--- config.mk ---
export PLATFORM = sky130hd
export DESIGN_NAME = alu_control
export DESIGN_NICKNAME = d
export VERILOG_FILES = /design/src/rtl/alu_control.sv
export SDC_FILE = /design/constraint.sdc
export NUM_CORES = 1
export LEC_CHECK = 0
export ABC_AREA = 1
export ABC_CLOCK_PERIOD_IN_PS = 3300
export CAP_MARGIN = 10
export CORE_UTILIZATION = 46
export CTS_CLUSTER_DIAMETER = 120
export DETAILED_ROUTE_END_ITERATION = 6
export GPL_TIMING_DRIVEN = 0
export PLACE_DENSITY = 0.9
export SLEW_MARGIN = 0
export SYNTH_ARGS = -nofsm -noshare
export SYNTH_HDL_FRONTEND = slang
export SYNTH_SLANG_ARGS = --single-unit
--- constraint.sdc ---
create_clock -name CLK -period 3.3 [get_ports CLK]
set_clock_uncertainty 0.2 [all_clocks]
set_input_delay 0.33 -clock CLK [delete_from_list [all_inputs] [get_ports CLK]]
set_output_delay 0.33 -clock CLK [all_outputs]
set_load 0.02 [all_outputs]
--- src/rtl/alu_control.sv ---
// ALU-operation decoder: maps ALUOp class plus Opcode/AlterOp fields to a 4-bit ALU select.
// Latency: out/bad_op combinational (0 cycles); out_q registered copy (1 cycle). No backpressure.
module alu_control #(
    parameter logic [3:0] DEFAULT_OP = 4'b0000
) (
    input  logic       CLK,
    input  logic       Reset,
    input  logic [1:0] ALUOp,
    input  logic [4:0] Opcode,
    input  logic [4:0] AlterOp,
    output logic [3:0] out,
    output logic [3:0] out_q,
    output logic       bad_op
);

    logic [3:0] out_d;

    always_comb begin
        out    = DEFAULT_OP;
        bad_op = 1'b0;
        case (ALUOp)
            2'b00: out = 4'b0000;
            2'b01: out = 4'b0001;
            2'b10: begin
                case (Opcode)
                    5'b00000: out = 4'b0000;
                    5'b00001: out = 4'b0001;
                    5'b00010: out = 4'b0111;
                    5'b00011: out = 4'b0101;
                    5'b00100: out = 4'b0110;
                    5'b00101: out = 4'b0010;
                    5'b01000: out = 4'b0101;
                    5'b01001: out = 4'b0111;
                    5'b01010: out = 4'b0110;
                    5'b01011: out = 4'b0000;
                    5'b01100: out = 4'b0010;
                    5'b01101: out = 4'b0011;
                    5'b01110: out = 4'b0100;
                    5'b01111: out = 4'b1011;
                    5'b10000: out = 4'b1000;
                    5'b10001: out = 4'b1010;
                    5'b10010: out = 4'b1011;
                    5'b10011: out = 4'b1011;
                    5'b10111: out = 4'b0000;
                    5'b11000: out = 4'b1111;
                    5'b11001: out = 4'b0000;
                    5'b11101: out = 4'b1110;
                    default: begin
                        out    = DEFAULT_OP;
                        bad_op = 1'b1;
                    end
                endcase
            end
            2'b11: begin
                case (AlterOp)
                    5'b00000: out = 4'b0000;
                    5'b00001: out = 4'b0001;
                    5'b00110: out = 4'b0011;
                    5'b00111: out = 4'b0100;
                    5'b01101: out = 4'b1100;
                    5'b01110: out = 4'b1101;
                    default: begin
                        out    = DEFAULT_OP;
                        bad_op = 1'b1;
                    end
                endcase
            end
            // Unknown select (X/Z in 4-state sim) falls back to the safe op.
            default: out = DEFAULT_OP;
        endcase
    end

    assign out_d = out;

    always_ff @(posedge CLK or posedge Reset) begin
        if (Reset) begin
            out_q <= 4'b0000;
        end else begin
            out_q <= out_d;
        end
    end

endmodule

* After elaboration in Yosys (flattened, before gate mapping)
Cells that the tools add are included.
** Cells by class
- Equality and inequality tests :: 29
- Mux-type cells :: 6
- Reductions and logical operators :: 10
** Operators with widths (count)
- equality test 5 x 4 -> 1 bit (second input constant) :: 10
- one-hot mux 4 bit (12 select lines) :: 1
- equality test 5 bit (second input constant) :: 8
- OR reduction 22 bit :: 1
- equality test 5 x 3 -> 1 bit (second input constant) :: 4
- one-hot mux 4 bit (5 select lines) :: 1
- one-hot mux 4 bit (4 select lines) :: 1
- equality test 5 x 1 -> 1 bit (second input constant) :: 2
- equality test 5 x 2 -> 1 bit (second input constant) :: 2
- zero test 5 bit :: 2
- OR reduction 2 bit :: 4
- OR reduction 6 bit :: 1
- equality test 2 bit (second input constant) :: 2
- OR reduction 3 bit :: 1
- equality test 2 x 1 -> 1 bit (second input constant) :: 1
- zero test 2 bit :: 1
- two-way mux 1 bit :: 2
- one-hot mux 1 bit (2 select lines) :: 1
** Word-level totals
- Bits in registers :: 4
- Output and inout bits :: 9
- Word-level logic and storage cells :: 46

* Depth between registers and ports, before layout
- Depth after elaboration :: 4
- Depth in mapped cells :: 9
- Gate-level depth less buffers :: 9

* Worst setup path before layout
No wires, ideal clock.
- Kind :: input to output
- Start :: input port Opcode[4]
- End :: output port out[0]
- Arrival time :: 1.143 ns
- Path slack :: 1.627 ns
- Stages :: 8
- Path buffers :: 1
- Cell sequence :: buf_2 inv_2 nand3_1 o21ai_0 nor2_1 nand2_1 nand2_1 nand2_1
** Between the ends
- Longest elaborated chain between the ends :: 4
- Elaborated cells on any way between the ends :: 25
** RTL lines
- start, declared :: RTL line 9 : input logic [4:0] Opcode,
- equality test 5 bit, or another cell as far along :: RTL line 25 : case (Opcode)
- OR reduction 3 bit (no line) or OR reduction 2 bit (tied branches)
- one-hot mux 4 bit (12 select lines) * :: RTL line 25
- one-hot mux 4 bit (4 select lines) * :: RTL line 21 : case (ALUOp)
- end, declared :: RTL line 11 : output logic [3:0] out,
Every way passes the cells marked *; elsewhere a longest branch is shown, timed or not.

* Worst setup path in the final report
- Start :: input port Opcode[2]
- End :: output port out[0]
The elaborated chain is that of the path after synthesis.

==> results.txt <==
- Post-Synthesis Cells: between 100 and 150
- Power Dens Cells: ~240 nW/um2
- Register ranked first by flip-flop count: out_q
* Average vias per placed instance: between 5 and 6
* Synthesized netlist net count: between 100 and 150
* Final instance count without filler cells: about 150
- Flip-flop count of the largest register after layout: 4
* Final Worst Setup Slack: between 0.5 and 0.6 ns
- Leakage power: roughly 0.45 nW
- Counting along the longest clock path gives a buffer depth of 2.
* Die H: approximately 39 um
- The root buffer cell chosen for the clock tree is sky130_fd_sc_hd__clkbuf_4.
- Min-Delay Path Class: input pin to asynchronous set/reset pin
- A synthesized cell averages ~5.4 um2.
- TritonCTS clock tree: yes
- For this design, the CTS-stage hold fixing added 0 buffers.
* Least-Margin Pin Slew: ~0.31 ns
- Most congested layer reported by global routing: met2
- Number of clock sinks: 4
- The critical path in this run is classified as input pin to output pin.
* Die area: ~1500 um2
- The wire-length estimate of the detail-placed layout is approximately 1300 um.
- The repair_antennas step left the layout with diodes totalling 0.
- The first detailed-routing pass took 4 iterations.
* Residual DRC: 0
- Critical path peak fanout: 6
- Area of the mapped netlist: ~620 um2
* Slowest cell on the critical path: sky130_fd_sc_hd__clkdlybuf4s50_1
- After the last flow step, the layout net total stands at 155.
* Main area contributors after synthesis: sky130_fd_sc_hd__nand2_1, sky130_fd_sc_hd__dfrtp_1, sky130_fd_sc_hd__nor2_1
* Post-CTS setup-driven buffer insertion count: 0
* Worst Path Required: 2.77 ns
- Aggregate negative setup slack: 0 ns
* RSZ-0062 raised after global routing: no
- Routability-driven placement congestion ratio: between 0.9 and 1
* Maximum level of the CTS H-tree: 1
- The initial utilization of the core area, before any placement, comes to a little over half.
* Wire length of the first global-routing pass: 2620 um
* Maximum capacitance violations: 0
* Growth of design area from synthesis to finish: 40.7%
- After floorplanning, the core was divided into 12 placement rows.
- Global-route track usage on met3: ~4%
- The synthesized netlist devotes 0% of its cell area to adder and majority cells.
* Worst supply voltage drop on vdd: around 0.00016 V
- Max Freq: 358 MHz
* Setup violators final: 0
- Number of cells after detailed placement: 150
- Largest net degree at the start of global routing: 10
- The synthesized netlist devotes under 10% of its cell area to compound gates.
- Sequential cells were found to cover around 16% of the synthesized design area.
* Post-synth top area cell: sky130_fd_sc_hd__nand2_1
- Count of final max-slew check failures: 0
* Vias after detailed routing: a little under 800
- Biggest regs: out_q x4
- Before CTS, the worst setup slack after placement is 0.515 ns.
- The worst setup path is captured at an output pin.
- In the finished design, the share of the clock period the worst path needs comes to a little over four fifths.
* Number of global-route vias before repair: about 660
* Input/output buffers: 21
- Layout Utilization: roughly three quarters
* Dominant combinational cell family by area after synthesis: simple AND/OR/NAND/NOR gates
- Data arrival at the endpoint of the critical path: around 2.3 ns
- The count of nets left with antenna violations once routing finished came out at 0.
* Simple-gate share of the synthesized area: between 60% and 70%
* Global-route total usage across every layer: between 20% and 30%
* Detailed Route Iter0 Violations: 26
- Per-cell routed wire length: about 9.9 um
- Summing the areas of all xor and xnor instances in the mapped netlist gives 0% of the synthesized area.
- Clock-pin slew was measured on the worst setup and hold paths at roughly 0.040 ns.
* Global routing met2 resource utilization: approximately 38%
- Area of the core region: 1170 um2
- Final wirelength: approximately 1500 um
- Of the post-synthesis cell area, the part taken by muxes is 0%.
* Cells along the critical path: clkdlybuf4s50_1, nor2_2, nand2_1, o21ai_0, nor2_1, nand2_1, nand2_1, nand2_1, clkdlybuf4s50_1
- Gates resized during post-CTS repair numbered 0.
- The most numerous cell type found on the critical path is sky130_fd_sc_hd__nand2_1.
* Top-area cell type share of the netlist area: 28.0%
- Pin placement for this block handled 23 I/O pins.
- Count of filler cells inserted in the layout: around 110
* Run status: complete, no violations
- Slew Limit Headroom: roughly four fifths
- Met1 Resource Use GR: between 30% and 40%
- Cells with a size suffix above 1 make up between 15 and 20% of the layout.
- Antenna violations before repair: 0
* Fin crit period: roughly 2.8 ns
- Count of yosys warnings during synthesis: 0
- Gr ovfl total: 0
- TritonCTS Buffers: 3
- Synthesis-stage register bit count: 4
- Worst setup SP type: input pin
- Synthesis instantiated 20 different standard cells from the library.
- From left edge to right edge, the die measures just under 40 um.
- The number of hold-slack violations in the final timing report came to 0.
- Max incr delay on CP: approximately 0.60 ns
==> synthesized netlist by cell type (all sizes together) <==
cell type / n
nor3: 1
a21oi: 1
buf: 1
o211ai: 1
nand4: 2
or2: 1
clkinv: 1
inv: 14
nor2: 24
nand3: 15
dfrtp: 4
o21ai: 3
nand2: 47
==> final timing paths <==
check | depth (start not counted) | from | slack, ns | end
setup / recovery | 9 | Opcode[2] | 0.51 | out[0]
hold / removal | 2 | Reset | 0.08 | out_q[1]
max in group asynchronous | 2 | Reset | 2.67 | out_q[0]
min in group CLK | 5 | Opcode[4] | 0.46 | out_q[3]
==> through the flow <==
stage | power [mW] | cell area (um2) | hold slack, ns
2_1_floorplan | 0.104 | 616 | -0.104
3_3_place_gp | 0.144 | 843 | 0.318
3_5_place_dp | 0.146 | 843 | 0.318
4_1_cts | 0.208 | 866 | 0.0751
5_1_grt | 0.221 | 866 | 0.0898
6_report | 0.205 | 866 | 0.0785
==> where the power goes <==
group / internal, mW / switching, mW
Clock: 0.0406 / 0.0184
Combinational: 0.0401 / 0.0532
Sequential: 0.0521 / 0.000648
Total: 0.133 / 0.0723
==> layout make-up <==
cell class                      instances  area, um2  area share, %
Sequential cell                         4        100           11.6
Inverter                               15       56.3           6.50
Timing Repair Buffer                   21        210           24.3
Multi-Input combinational cell         95        454           52.5
Clock buffer                            3       22.5           2.60
Tap cell                               14       17.5           2.02
Buffer                                  1       5.00          0.578
==> cell families (layout without fill, tap and decap cells) <==
kind of cell | count (synthesis) | in the layout
AND/OR/NAND/NOR | 90 | 90
buffers and inverters | 16 | 40
AO/OA/AOI/OAI | 5 | 5
flip-flops | 4 | 4
==> placed cells by master, fill, tap and decap left out, drive strengths merged <==
master / instances
nand2: 47
nor2: 24
clkdlybuf4s50: 21
nand3: 15
inv: 14
dfrtp: 4
clkbuf: 3
o21ai: 3
nand4: 2
buf: 1
clkinv: 1
or2: 1
nor3: 1
a21oi: 1
o211ai: 1
==> routing by layer <==
layer / vias to the layer above / routed length (um)
met5: - / 0
met4: 0 / 14
met3: 2 / 73
met2: 26 / 694
met1: 336 / 735
li1: 407 / -
==> critical path, delay by kind of cell <==
kind	cells	cell delay, ns
compound gates	1	0.15
simple gates	6	0.61
buf+inv	2	1.16
Note: power is estimated with default switching activity, not from simulation.
